[src/rtl/rr_dispatch4.sv]
// rr_dispatch4: registered round-robin 1-to-4 valid/ready dispatcher with per-channel enable mask
//   clk, rst_n        clock, async active-low reset
//   din/in_valid/in_ready   input stream
//   ch_en             per-channel rotation enable
//   dout0..3/out_valid/out_ready   four output channels (dout is 0 when not selected)
//   sel, busy         tag of held word, holding register full
//   cnt0..3           drain counters, present only with RR_DISPATCH_CNT_EN defined
module rr_dispatch4 #(
  parameter int WIDTH = 8
) (
  input  logic             clk,
  input  logic             rst_n,
  input  logic [WIDTH-1:0] din,
  input  logic             in_valid,
  output logic             in_ready,
  input  logic [3:0]       ch_en,
  output logic [WIDTH-1:0] dout0,
  output logic [WIDTH-1:0] dout1,
  output logic [WIDTH-1:0] dout2,
  output logic [WIDTH-1:0] dout3,
  output logic [3:0]       out_valid,
  input  logic [3:0]       out_ready,
  output logic [1:0]       sel,
  output logic             busy
`ifdef RR_DISPATCH_CNT_EN
  ,
  output logic [7:0]       cnt0,
  output logic [7:0]       cnt1,
  output logic [7:0]       cnt2,
  output logic [7:0]       cnt3
`endif
);
  logic [WIDTH-1:0] hold;
  logic [1:0] tag, ptr, nxt, off;
  logic [7:0] dbl;
  logic full, acc, drn;
  assign in_ready = rst_n && ch_en[ptr] && (!full || out_ready[tag]);
  assign acc = in_valid && in_ready;
  assign drn = full && out_ready[tag];
  // dbl[k] is ch_en[ptr+1+k]; first set bit gives the cyclic step, falling back to ptr itself
  assign dbl = {ch_en, ch_en} >> (3'(ptr) + 3'd1);
  assign off = dbl[0] ? 2'd1 : dbl[1] ? 2'd2 : dbl[2] ? 2'd3 : 2'd0;
  assign nxt = ptr + off;
  always_ff @(posedge clk or negedge rst_n) begin
    if (!rst_n) begin
      hold <= '0;
      tag  <= '0;
      ptr  <= '0;
      full <= 1'b0;
    end else begin
      if (acc) begin
        hold <= din;
        tag  <= ptr;
      end
      full <= acc || (full && !drn);
      if (acc || !ch_en[ptr]) ptr <= nxt;
    end
  end
  assign out_valid = {3'b000, full} << tag;
  assign dout0 = (full && tag == 2'd0) ? hold : '0;
  assign dout1 = (full && tag == 2'd1) ? hold : '0;
  assign dout2 = (full && tag == 2'd2) ? hold : '0;
  assign dout3 = (full && tag == 2'd3) ? hold : '0;
  assign sel = tag;
  assign busy = full;
`ifdef RR_DISPATCH_CNT_EN
  logic [7:0] cnt [4];
  always_ff @(posedge clk or negedge rst_n) begin
    if (!rst_n) begin
      for (int i = 0; i < 4; i++) cnt[i] <= '0;
    end else if (drn) begin
      cnt[tag] <= cnt[tag] + 8'd1;
    end
  end
  assign cnt0 = cnt[0];
  assign cnt1 = cnt[1];
  assign cnt2 = cnt[2];
  assign cnt3 = cnt[3];
`endif
endmodule

[config.mk]
export PLATFORM = sky130hd
export DESIGN_NAME = rr_dispatch4
export DESIGN_NICKNAME = d
export VERILOG_FILES = /design/src/rtl/rr_dispatch4.sv
export SDC_FILE = /design/constraint.sdc
export NUM_CORES = 1
export LEC_CHECK = 0
export CORE_ASPECT_RATIO = 1.25
export CORE_UTILIZATION = 42
export CTS_BUF_LIST = sky130_fd_sc_hd__clkbuf_2 sky130_fd_sc_hd__clkbuf_4 sky130_fd_sc_hd__clkbuf_8
export CTS_CLUSTER_SIZE = 20
export DETAILED_ROUTE_END_ITERATION = 12
export GPL_TIMING_DRIVEN = 1
export PLACE_DENSITY = 0.89
export SYNTH_ARGS = -nofsm -noshare
export SYNTH_HDL_FRONTEND = slang
export SYNTH_SLANG_ARGS = --single-unit
[constraint.sdc]
create_clock -name clk -period 3.3 [get_ports clk]
set_clock_uncertainty 0.2 [all_clocks]
set_input_delay 0.66 -clock clk [delete_from_list [all_inputs] [get_ports clk]]
set_output_delay 0.66 -clock clk [all_outputs]
set_load 0.02 [all_outputs]
Word level (Yosys, flattened, before mapping)
Index checks and enable logic that the tools add are counted.
{"block": "totals", "ff_bits": 13, "input_bits": 19, "elab_cells": 40}
{"block": "classes", "muxes": 11, "add_sub_neg": 2, "shifts": 2, "eq_ne": 3, "magnitude_cmp": 2, "reduce_logical": 16}
{"op": "8-bit 2-to-1 mux", "count": 4}
{"op": "1-bit logical AND", "count": 9}
{"op": "8-bit by 3-bit >> shifter with 3-bit output", "count": 1}
{"op": "2-bit by 3-bit < comparator with 1-bit output, second input constant", "count": 2}
{"op": "2-bit 2-to-1 mux", "count": 3}
{"op": "1-bit binary-select mux with 2-bit select", "count": 2}
{"op": "2-bit == test, second input constant", "count": 2}
{"op": "1-bit by 2-bit left shift with 4-bit output", "count": 1}
{"op": "2-bit by 1-bit adder with 3-bit output, second input constant", "count": 1}
{"op": "1-bit zero test", "count": 3}
{"op": "1-bit logical OR", "count": 3}
{"op": "2-bit adder", "count": 1}
{"op": "2-bit by 1-bit == test with 1-bit output, second input constant", "count": 1}
{"op": "2-bit zero test", "count": 1}
{"op": "1-bit 2-to-1 mux", "count": 2}

Logic depth before layout (Yosys ltp)
{"block": "logic_depth", "depth_word": 6, "depth_mapped": 11, "ltp_nobuf": 10}

Least setup slack after synthesis
No wires, ideal clock.
{"block": "synth_path", "path_kind": "reg-to-output", "start": "register full (netlist: busy)", "end": "output port dout0[0]", "t_required_ns": 2.440, "n_path_buf": 2, "slack_ns": 0.661, "arrival_time_ns": 1.779, "path_stages_with_launch": 6, "cell_sequence": "dfrtp_1 > nor2b_1 > clkbuf_1 > nor2b_1 > clkbuf_1 > and2_1"}
{"block": "synth_via", "elab_chain_cells": 2}
{"element": "start: declaration", "line_no": "36", "text": "logic full, acc, drn;"}
{"element": "start signal: assignment", "line_no": "55", "text": "full <= acc || (full && !drn);"}
{"element": "1-bit logical AND", "line_no": "60", "text": "assign dout0 = (full && tag == 2'd0) ? hold : '0;"}
{"element": "8-bit 2-to-1 mux", "line_no": "60"}
{"element": "end: declaration", "line_no": "17", "text": "output logic [WIDTH-1:0] dout0,"}
Every way passes these cells.

Final worst setup path
{"block": "layout_path", "start": "input port out_ready[3]", "end": "output port in_ready"}
{"block": "layout_via", "elab_chain_cells": 4}
{"element": "start: declaration", "line_no": "22", "text": "input logic [3:0] out_ready,"}
{"element": "1-bit binary-select mux with 2-bit select", "line_no": "37", "text": "assign in_ready = rst_n && ch_en[ptr] && (!full || out_ready[tag]);"}
{"element": "1-bit 2-to-1 mux (not written as such)", "line_no": "37"}
{"element": "1-bit logical OR", "line_no": "37"}
{"element": "1-bit logical AND", "line_no": "37"}
{"element": "end: declaration", "line_no": "15", "text": "output logic in_ready,"}
Every way passes these cells. The select of a mux whose other input is x is not followed.

==> results by group <==
Yosys
  – Post-synthesis instance total: 110
  – Flops & latches, synth: 13
  – Seq/Total Area, Yosys: 31.2%
  – Post-synth top area share: a little under a third
  – Post-Synthesis Net Count: 130
  – EDFF count, synth: 0
  – Synth cell count leaders: 26 x and2_1, 13 x dfrtp_1, 11 x mux2_2
  – Syn avg cell area: 9.48 sq um
  – Dominant cell type by area after synthesis: dfrtp_1
  – Yosys Warn Count: 0
  – Yosys cell types: 34
  – Area contributors post-synth: dfrtp_1 31%, and2_1 16%, mux2_2 12%, and3_1 5.4%, a221oi_4 2.5%
  – Top_reg_cell synth: dfrtp_1
  – Most frequent cell after synthesis: and2_1
  – Asr flop ratio synth: 100%
  – Mapped cell area: 0.00104 sq mm

CTS
  – CTS tree: yes
  – Cts bufs inserted: 3
  – Clock transition at path regs: 80 ps
  – Post-CTS Setup Inserts: 0
  – Clock buffer depth: 2
  – Worst-Skew Late Latency: 280 ps
  – TritonCTS sink count: 13
  – CTS root buffer: clkbuf_4
  – Post-CTS Hold Fix Bufs: 0
  – Post_cts resized: 0
  – # H-tree levels: 1

Routing
  – WL/cell: 14.0 um
  – Drt first-iter violations: 11
  – Antenna Violating Nets Remaining: 0
  – Vias per inst: 5.18
  – Final wirelength: between 2 and 3 mm
  – Routed via count: 1051
  – First-pass DRT Iterations: 4
  – Drt drc: 0

GRT
  – GR Util All Layers: 24.3%
  – Global-route wire length before repair: between 4 and 5 mm
  – Pin count of the biggest net entering global routing: 17
  – GRT Residual Overflow: 0
  – Number of global-route vias before repair: around 950
  – Initial antenna violation count: 0

Worst setup path
  – Setup crit start: out_ready[3]
  – Crit Path Max Fanout: 3
  – End point of the critical path: in_ready
  – CP arrival: 2310 ps
  – Setup crit start kind: input port
  – Top Family by Delay on Critical Path: buffers and inverters
  – Crit path largest cell delay: 590 ps
  – R2R depth: 10
  – Reg-to-Reg Start: ptr[1]
  – WP data required: 2440 ps
  – CP max-delay cell: clkdlybuf4s50_1
  – Critical path, cell by cell: clkdlybuf4s50_1, mux2i_1, a22oi_2, and3_2, clkdlybuf4s50_1
  – Critical path buffer and inverter count: 2
  – R2r setup slk: 1080 ps
  – Crit path kind: in -> out
  – Reg-to-Reg End: ptr[1]
  – Worst path depth: 5
  – Most frequent CP cell: clkdlybuf4s50_1
  – Crit path capture type: primary output

Job
  – Max cap viols: 0

Outcome
  – Run status: complete, no violations

Power
  – P_leak: just over 0.0007 uW
  – Max VDD drop: between 400 and 500 uV
  – PwrDens: 694 mW/mm^2

STA
  – Crit share post-route: 96.0%
  – Slew @ Worst Pin: 524 ps
  – Max Fclk: ~320 MHz
  – Final Max Slew Viols: 0
  – Final Hold Fails: 0
  – Unrepaired setup endpoints after global routing: no
  – Slew Limit Headroom: 65.0%
  – Final setup violation count: 0
  – Tmin final: 3170 ps
  – Fin worst setup slack: 132 ps
  – TNS Setup: 0 ps

Die
  – Die Wd: about 47 um
  – Die Ht: 57.7 um
  – Total core area: 0.00228 sq mm
  – Die Area: roughly 0.0027 sq mm
  – Initial Util: a little under half
  – I/O Pins: slightly below 60
  – Row count: 19

Place
  – Port Buffers: 58
  – Pre-CTS setup slack: 132 ps
  – Final weighted congestion in routability-driven placement: 0.771
  – Dpl hpwl: approximately 2.3 mm

Layout
  – # diodes: 0
  – Share of layout cells above drive strength 1: 17.4%
  – Area growth, synth to finish: 64.1%
  – Layout Nets: about 190
  – Final Util: about three quarters

Hold path
  – Min-Delay Path Class: reg -> reg
state kept, by name, indices dropped and copies added, names as in the netlist:
| name | count |
|---|---|
| hold | 8 |
| ptr | 2 |
| busy | 1 |
| sel | 2 |
cell usage in the layout, fill, tap and decap left out:
master	instances
clkdlybuf4s50_1	58
and2_1	26
dfrtp_1	13
mux2_2	11
and3_1	9
buf_4	7
nand2_1	5
nor2b_1	4
clkbuf_4	4
a21oi_1	3
o21ai_0	3
nand4b_1	3
and2b_1	2
mux2i_1	2
and3b_1	2
nor3b_1	1
nand2b_1	1
o31ai_1	1
mux4_2	1
a22oi_2	1
and3_2	1
clkinv_2	1
nor2_4	1
a221oi_4	1
nor2_2	1
nand3b_1	1
or3b_1	1
a31o_2	1
nor3_1	1
inv_1	1
a211o_1	1
o311ai_0	1
nand3_1	1
or3_1	1
ha_1	1
area by class of cell:
class / instances / area, sq um
clock buffer: 4 / 30.0
fill: 175 / 572
inverter: 2 / 8.76
multi-input combinational: 88 / 674
sequential: 13 / 325
tap: 31 / 38.8
timing repair buffer: 65 / 633
per-layer routing:
metal | wire length (um) | track usage, % | vias up
met3 | 278 | 5.30 | 4
met4 | 56 | 13.0 | 0
met5 | 0 | 0 | -
met2 | 1480 | 40.9 | 52
li1 | - | - | 513
met1 | 1040 | 27.4 | 482
report_power, final:
group	leakage [uW]	total (uW)	internal (uW)	switching (uW)
clock network	0.0000184	111	55.2	55.5
logic	0.000540	707	382	325
registers	0.000155	369	241	128
total	0.000714	1190	679	508
cells by family after synthesis:
logic type      after synthesis  synth area share, %
simple gates                 61                 37.7
mux                          14                 16.0
flops                        13                 31.2
compound gates               12                 9.84
buf+inv                       9                 4.08
fa+ha+maj                     1                 1.20
worst register-to-register path, stage by stage, from the launching register on:
cell	delay [ps]
dfrtp_1	630
nand2b_1	170
a21oi_1	60
a21oi_1	110
nand2_1	60
o31ai_1	80
ha_1	210
inv_1	70
a211o_1	220
o311ai_0	90
and3b_1	210
worst min path at each step:
stage                        from  endpoint  slack (ps)  cells after the start
final                     hold[2]   hold[2]         360                      1
after detailed placement  hold[2]   hold[2]         340                      1
after floorplan             rst_n      busy         160                      0
after global routing      hold[2]   hold[2]         390                      1
after CTS                 hold[2]   hold[2]         360                      1
after global placement    hold[4]   hold[4]         330                      1
through the flow:
step	area [sq um]	hold WS [ps]	std cells	power [uW]
floorplan	1040	164	110	798
global placement	1680	330	199	1040
detailed placement	1680	344	199	1080
CTS	1710	363	203	1190
global route	1710	390	203	1280
finish	1710	361	203	1190
No activity file was read; power rests on OpenSTA's default activity.
